===== config.mk =====
export PLATFORM = sky130hd
export DESIGN_NAME = mdu_dispatch
export DESIGN_NICKNAME = d
export VERILOG_FILES = /design/src/rtl/mdu_dispatch_pkg.sv /design/src/rtl/mdu_res_fifo.sv /design/src/rtl/mdu_dispatch.sv
export SDC_FILE = /design/constraint.sdc
export NUM_CORES = 1
export LEC_CHECK = 0
export BUFFER_PORTS_ARGS = -buffer_cell sky130_fd_sc_hd__buf_2
export CAP_MARGIN = 10
export CORE_ASPECT_RATIO = 1.5
export CORE_MARGIN = 2
export CORE_UTILIZATION = 40
export DETAILED_ROUTE_END_ITERATION = 8
export GPL_ROUTABILITY_DRIVEN = 0
export PLACE_DENSITY_LB_ADDON = 0.3
export REMOVE_ABC_BUFFERS = 1
export SLEW_MARGIN = 20
export SYNTH_ARGS = -nofsm -noshare
export SYNTH_HDL_FRONTEND = slang
export SYNTH_HIERARCHICAL = 1
export SYNTH_SLANG_ARGS = --single-unit
export TNS_END_PERCENT = 1

===== constraint.sdc =====
create_clock -name clk -period 6 [get_ports clk]
set_clock_uncertainty 0.15 [all_clocks]
set_input_delay 0.9 -clock clk [delete_from_list [all_inputs] [get_ports clk]]
set_output_delay 0.9 -clock clk [all_outputs]
set_load 0.01 [all_outputs]

===== src/rtl/mdu_dispatch_pkg.sv =====
// rtl/mdu_dispatch_pkg.sv - MDU op codes, micro-op/result types and routing helpers
`ifndef MDU_DISPATCH_PKG_SV
`define MDU_DISPATCH_PKG_SV

`define _MDU_MUL   3'b000
`define _MDU_MULH  3'b001
`define _MDU_MULHU 3'b010
`define _MDU_DIV   3'b011
`define _MDU_DIVU  3'b100
`define _MDU_MOD   3'b101
`define _MDU_MODU  3'b110

package mdu_dispatch_pkg;
  localparam int XLEN  = 32;
  localparam int REG_W = 6;
  localparam int OP_W  = 3;

  typedef struct packed {
    logic [OP_W-1:0]      op;
    logic [1:0][XLEN-1:0] data;
    logic [REG_W-1:0]     reg_id;
  } mdu_i_t;

  typedef struct packed {
    logic [XLEN-1:0]  data;
    logic [REG_W-1:0] reg_id;
  } mdu_o_t;

  function automatic logic is_mul_op(input logic [OP_W-1:0] op);
    return op inside {`_MDU_MUL, `_MDU_MULH, `_MDU_MULHU};
  endfunction

  function automatic logic is_div_op(input logic [OP_W-1:0] op);
    return op inside {`_MDU_DIV, `_MDU_DIVU, `_MDU_MOD, `_MDU_MODU};
  endfunction
endpackage

`endif


===== src/rtl/mdu_res_fifo.sv =====
// rtl/mdu_res_fifo.sv - per-unit result buffer with registered head
module mdu_res_fifo
  import mdu_dispatch_pkg::*;
#(
  parameter int BUF_DEPTH = 2
) (
  input  logic   clk,
  input  logic   rst_n,
  input  logic   clr,
  input  logic   push,
  input  logic   pop,
  input  mdu_o_t din,
  output logic   full,
  output logic   empty,
  output mdu_o_t head
);
  localparam int CNT_W = $clog2(BUF_DEPTH + 1);
  localparam int PTR_W = (BUF_DEPTH > 1) ? $clog2(BUF_DEPTH) : 1;

  mdu_o_t           mem [BUF_DEPTH];
  logic [PTR_W-1:0] wr_ptr, rd_ptr;
  logic [CNT_W-1:0] count;

  // Explicit wrap so non-power-of-two depths stay inside the array.
  function automatic logic [PTR_W-1:0] ptr_inc(input logic [PTR_W-1:0] p);
    return (p == PTR_W'(BUF_DEPTH - 1)) ? '0 : p + PTR_W'(1);
  endfunction

  always_ff @(posedge clk) begin
    if (!rst_n || clr) begin
      wr_ptr <= '0;
      rd_ptr <= '0;
      count  <= '0;
    end else begin
      if (push) wr_ptr <= ptr_inc(wr_ptr);
      if (pop)  rd_ptr <= ptr_inc(rd_ptr);
      count <= count + CNT_W'(push) - CNT_W'(pop);
    end
  end

  always_ff @(posedge clk) begin
    if (push) mem[wr_ptr] <= din;
  end

  assign full  = (count == CNT_W'(BUF_DEPTH));
  assign empty = (count == '0);
  assign head  = mem[rd_ptr];
endmodule


===== src/rtl/mdu_dispatch.sv =====
// rtl/mdu_dispatch.sv - routes MDU micro-ops to mul/div and arbitrates results onto writeback
module mdu_dispatch
  import mdu_dispatch_pkg::*;
#(
  parameter int BUF_DEPTH = 2,
  parameter int CNT_W     = $clog2(BUF_DEPTH + 1)
) (
  input  logic   clk,
  input  logic   rst_n,
  input  logic   flush,
  input  mdu_i_t req_i,
  input  logic   req_valid_i,
  output logic   req_ready_o,
  output mdu_i_t mul_req_o,
  output logic   mul_valid_o,
  input  logic   mul_ready_i,
  input  mdu_o_t mul_res_i,
  input  logic   mul_res_valid_i,
  output logic   mul_res_ready_o,
  output mdu_i_t div_req_o,
  output logic   div_valid_o,
  input  logic   div_ready_i,
  input  mdu_o_t div_res_i,
  input  logic   div_res_valid_i,
  output logic   div_res_ready_o,
  output mdu_o_t wb_o,
  output logic   wb_valid_o,
  input  logic   wb_ready_i,
  output logic   busy_o
);
  logic [CNT_W-1:0] mul_cred, div_cred;
  logic   is_mul, is_div, mul_cred_ok, div_cred_ok;
  logic   mul_acc, div_acc, mul_push, div_push, mul_pop, div_pop;
  logic   mul_full, div_full, mul_empty, div_empty;
  mdu_o_t mul_head, div_head;
  logic   lock, lock_div, rr_div, sel_div, wb_hs, both;

  assign is_mul      = is_mul_op(req_i.op);
  assign is_div      = is_div_op(req_i.op);
  assign mul_cred_ok = (mul_cred < CNT_W'(BUF_DEPTH));
  assign div_cred_ok = (div_cred < CNT_W'(BUF_DEPTH));

  assign mul_req_o   = req_i;
  assign div_req_o   = req_i;
  // Unit valids are held low through reset regardless of the issue stage.
  assign mul_valid_o = rst_n & req_valid_i & is_mul & mul_cred_ok & !flush;
  assign div_valid_o = rst_n & req_valid_i & is_div & div_cred_ok & !flush;
  assign req_ready_o = !flush & (is_mul ? (mul_ready_i & mul_cred_ok) :
                                 is_div ? (div_ready_i & div_cred_ok) : 1'b1);
  assign mul_acc     = mul_valid_o & mul_ready_i;
  assign div_acc     = div_valid_o & div_ready_i;

  assign mul_res_ready_o = !mul_full;
  assign div_res_ready_o = !div_full;
  assign mul_push        = mul_res_valid_i & mul_res_ready_o & !flush;
  assign div_push        = div_res_valid_i & div_res_ready_o & !flush;

  mdu_res_fifo #(.BUF_DEPTH(BUF_DEPTH)) u_mul_fifo (
    .clk(clk), .rst_n(rst_n), .clr(flush), .push(mul_push), .pop(mul_pop),
    .din(mul_res_i), .full(mul_full), .empty(mul_empty), .head(mul_head)
  );

  mdu_res_fifo #(.BUF_DEPTH(BUF_DEPTH)) u_div_fifo (
    .clk(clk), .rst_n(rst_n), .clr(flush), .push(div_push), .pop(div_pop),
    .din(div_res_i), .full(div_full), .empty(div_empty), .head(div_head)
  );

  // A stalled writeback keeps its source; otherwise round-robin only on contention.
  assign both = !mul_empty & !div_empty;
  always_comb begin
    sel_div = mul_empty;
    if (lock)      sel_div = lock_div;
    else if (both) sel_div = rr_div;
  end

  assign wb_valid_o = !mul_empty | !div_empty;
  assign wb_o       = sel_div ? div_head : mul_head;
  assign wb_hs      = wb_valid_o & wb_ready_i;
  assign mul_pop    = wb_hs & !sel_div;
  assign div_pop    = wb_hs & sel_div;
  assign busy_o     = (mul_cred != '0) | (div_cred != '0);

  always_ff @(posedge clk) begin
    if (!rst_n || flush) begin
      lock     <= 1'b0;
      lock_div <= 1'b0;
      rr_div   <= 1'b0;
      mul_cred <= '0;
      div_cred <= '0;
    end else begin
      lock     <= wb_valid_o & !wb_ready_i;
      lock_div <= sel_div;
      if (wb_hs && both) rr_div <= !rr_div;
      mul_cred <= mul_cred + CNT_W'(mul_acc) - CNT_W'(mul_pop);
      div_cred <= div_cred + CNT_W'(div_acc) - CNT_W'(div_pop);
    end
  end
endmodule


==> key figures <==
Clocking
  • Post-CTS resize count: 0
  • Clock latency at the later pin of the worst-skew pair: ~0.42 ns
  • CTS tree: yes
  • Root buf cell: clkbuf_16
  • # H-tree levels: 4
  • Max clock buf depth: 2
  • Worst-path clk slew: around 0.07 ns
  • Clock sink count: about 170
  • Post-CTS Hold Fix Bufs: 0
  • Post-CTS setup buffer count: 0
  • Number of buffers created by CTS: 17

Power
  • Leakage: 3.21 nW
  • Highest ir drop seen on vdd: between 0.00015 and 0.0002 V
  • Pwr Density: around 300 nW/um^2

Worst hold path
  • Worst min path class: register to register

Synth
  • Top cells by area, synth: edfxtp_1, buf_4, mux2_2, mux2_4, dfxtp_1
  • Synth warnings: 6
  • Yosys reg bits: between 150 and 200
  • Synth Area in Simple Gates: about 3.1%
  • Largest family of logic cells by synthesized area: multiplexers
  • Mean Syn Cell Area: about 15 um^2
  • Synth Area in Compound Gates: 0.447%
  • Dominant cell type by area after synthesis: edfxtp_1
  • Sequential-to-total area share from yosys stat: just over 60%
  • Cells after Synth: between 500 and 600
  • Xor and xnor area share after synthesis: around 1.6%
  • Share of the synthesized area in the top cell type: between 50% and 60%
  • Yosys cell types: 28
  • Synthesized area: about 8100 um^2
  • Post-synthesis mux area share: between 15 and 20%
  • Synth Area in Adders: under 10%

Floorplan
  • Starting Density: between 40% and 50%
  • Die area: approximately 21000 um^2
  • Die X: 120 um
  • Die Y: between 150 and 200 um
  • Placeable Area: 19900 um^2
  • # rows: 63
  • Io pins: about 350

Critical path
  • Critical path arrival: 2.46 ns
  • WS Path Type: register to output pin
  • CP Capture Type: output pin
  • Required time of the critical path: around 5.0 ns
  • Reg-to-reg slack, setup: 3.48 ns
  • Critical path launch point type: register
  • Crit Path Max Fanout: 29

Place
  • DP Wirelength: around 22 mm
  • Dpl ws: 2.83 ns
  • Port Buffers: approximately 140

Timing
  • RSZ-0062 raised after global routing: false
  • Final setup violation count: 0
  • Final Hold Fails: 0
  • Minimum clock period: approximately 3.5 ns
  • Highest clock rate: 285 MHz
  • Least-Margin Pin Slew: about 1.0 ns
  • Slew HR: 30.9%
  • Final slew viol count: 0
  • TNS Setup: 0 ns
  • Fin crit share: between 50% and 60%
  • Final worst slack: 2.49 ns

Detailed routing
  • DR vias/cell: 5.05
  • Iter 0 DRT Violations: around 220
  • Via Count: roughly 4000
  • Wirelength, routed: around 28 mm
  • Drt first pass iters: 4
  • # DRC: 0
  • Routed Antenna Nets: 0
  • Drt wl/cell: about 35 um

Final layout
  • Fin util: between 40% and 50%
  • Antenna Cells: 0
  • Layout net count: about 690
  • Layout cells sized above 1: a little over half
  • Area growth, synth to finish: 5.72%

Global route
  • GRT Total Usage: 26.1%
  • Global-route wire length before repair: roughly 37 mm
  • GR peak layer: met2
  • Initial antenna violation count: 0
  • GR Util met2: a little under half
  • Grt met1 use: 17.5%
  • Met3 Resource Use GR: between 20% and 30%
  • Number of global-route vias before repair: about 4400
  • Total gr overflow: 0
  • Largest net degree at the start of global routing: 39

Status
  • Outcome: completed

Job
  • Max Cap Violations: 0
[flip-flops by register name, indices dropped and copies added (netlist names), named ones only]
signal             flops
u_mul_fifo/mem        76
u_div_fifo/mem        76
lock_div               1
lock                   1
u_mul_fifo/wr_ptr      1
div_cred               2
u_mul_fifo/rd_ptr      1
mul_cred               2
u_div_fifo/count       2
u_mul_fifo/count       2
rr_div                 1
u_div_fifo/wr_ptr      1
u_div_fifo/rd_ptr      1
[final cells by class]
type,instances,area [um^2]
Clock buffer,17,425
Clock inverter,15,168
Fill cell,1822,11300
Inverter,11,41.3
Multi-Input combinational cell,186,1970
Sequential cell,169,4910
Tap cell,260,325
Timing Repair Buffer,142,741
[stage by stage]
step | hold WS (ns) | instance area [um^2] | cells | power, mW
after floorplan | 0.331 | 6900 | 366 | 1.48
after global placement | 0.347 | 7960 | 767 | 1.58
after detailed placement | 0.349 | 7990 | 768 | 1.59
after CTS | 0.376 | 8580 | 800 | 2.68
after global routing | 0.407 | 8580 | 800 | 2.74
final | 0.377 | 8580 | 800 | 2.65
[cell usage after synthesis]
cell / instances
edfxtp_1: 152
buf_4: 146
mux2_2: 71
mux2_4: 40
nor2_1: 18
dfxtp_1: 17
inv_1: 11
buf_6: 10
xnor2_1: 9
ha_1: 8
nor2b_1: 6
and2_1: 5
nand2_1: 5
nand2b_1: 5
nor3b_1: 4
mux2_1: 3
buf_2: 2
xnor3_1: 2
a211oi_1: 1
a21o_1: 1
a21oi_1: 1
a21oi_4: 1
and3_1: 1
nand3b_1: 1
nor3_1: 1
or3b_2: 1
or4_1: 1
xor2_1: 1
[path summary, 6_finish.rpt]
kind,start,to,cells past startpoint
min,rr_div$_SDFFE_PP0P_,rr_div$_SDFFE_PP0P_,2
min reg2reg,rr_div$_SDFFE_PP0P_,rr_div$_SDFFE_PP0P_,2
max reg2reg,u_div_fifo/count[1]$_SDFF_PP0_,u_div_fifo/mem[1][25]$_DFFE_PP_,3
max,u_mul_fifo/count[1]$_SDFF_PP0_,wb_o[5],6
[placed cells by master, fill, tap and decap left out, types with 4 or more instances in the layout]
cell type,n
nand2_1,5
clkinvlp_4,7
mux2_2,71
inv_6,4
buf_2,138
mux2_4,40
nor2_1,18
ha_1,8
edfxtp_1,152
nor2b_1,4
xnor2_1,9
clkbuf_16,17
inv_1,11
nor3b_1,4
dfxtp_1,15
nand2b_1,5
[report_power, final]
| group | switching [mW] | leakage (nW) | total, mW | internal, mW |
|---|---|---|---|---|
| registers | 0.0144 | 1.53 | 1.34 | 1.32 |
| clock network | 0.475 | 0.267 | 1.10 | 0.621 |
| logic | 0.106 | 1.41 | 0.221 | 0.115 |
[routing by layer]
| layer | wire, um | vias to the layer above |
|---|---|---|
| met5 | 172 | - |
| met4 | 750 | 6 |
| met3 | 5560 | 25 |
| met2 | 14600 | 413 |
| met1 | 6660 | 1871 |
| li1 | - | 1721 |
[kinds of logic (layout without fill, tap and decap cells)]
group | after synthesis | count (layout)
AOI/OAI and AO/OA | 4 | 4
xor gates and xnor gates | 12 | 12
adders and majority gates | 8 | 8
buffers and inverters | 169 | 185
DFF | 169 | 169
muxes | 114 | 114
and+or+nand+nor | 48 | 48
[critical path: stages (launching register included)]
cell and delay [ns]:
dfxtp_1 0.33, nor2_1 0.19, nor2_1 0.11, a21oi_4 0.37
buf_4 0.47, mux2_2 0.40, buf_2 0.14
Note: power is estimated with default switching activity, not from simulation.
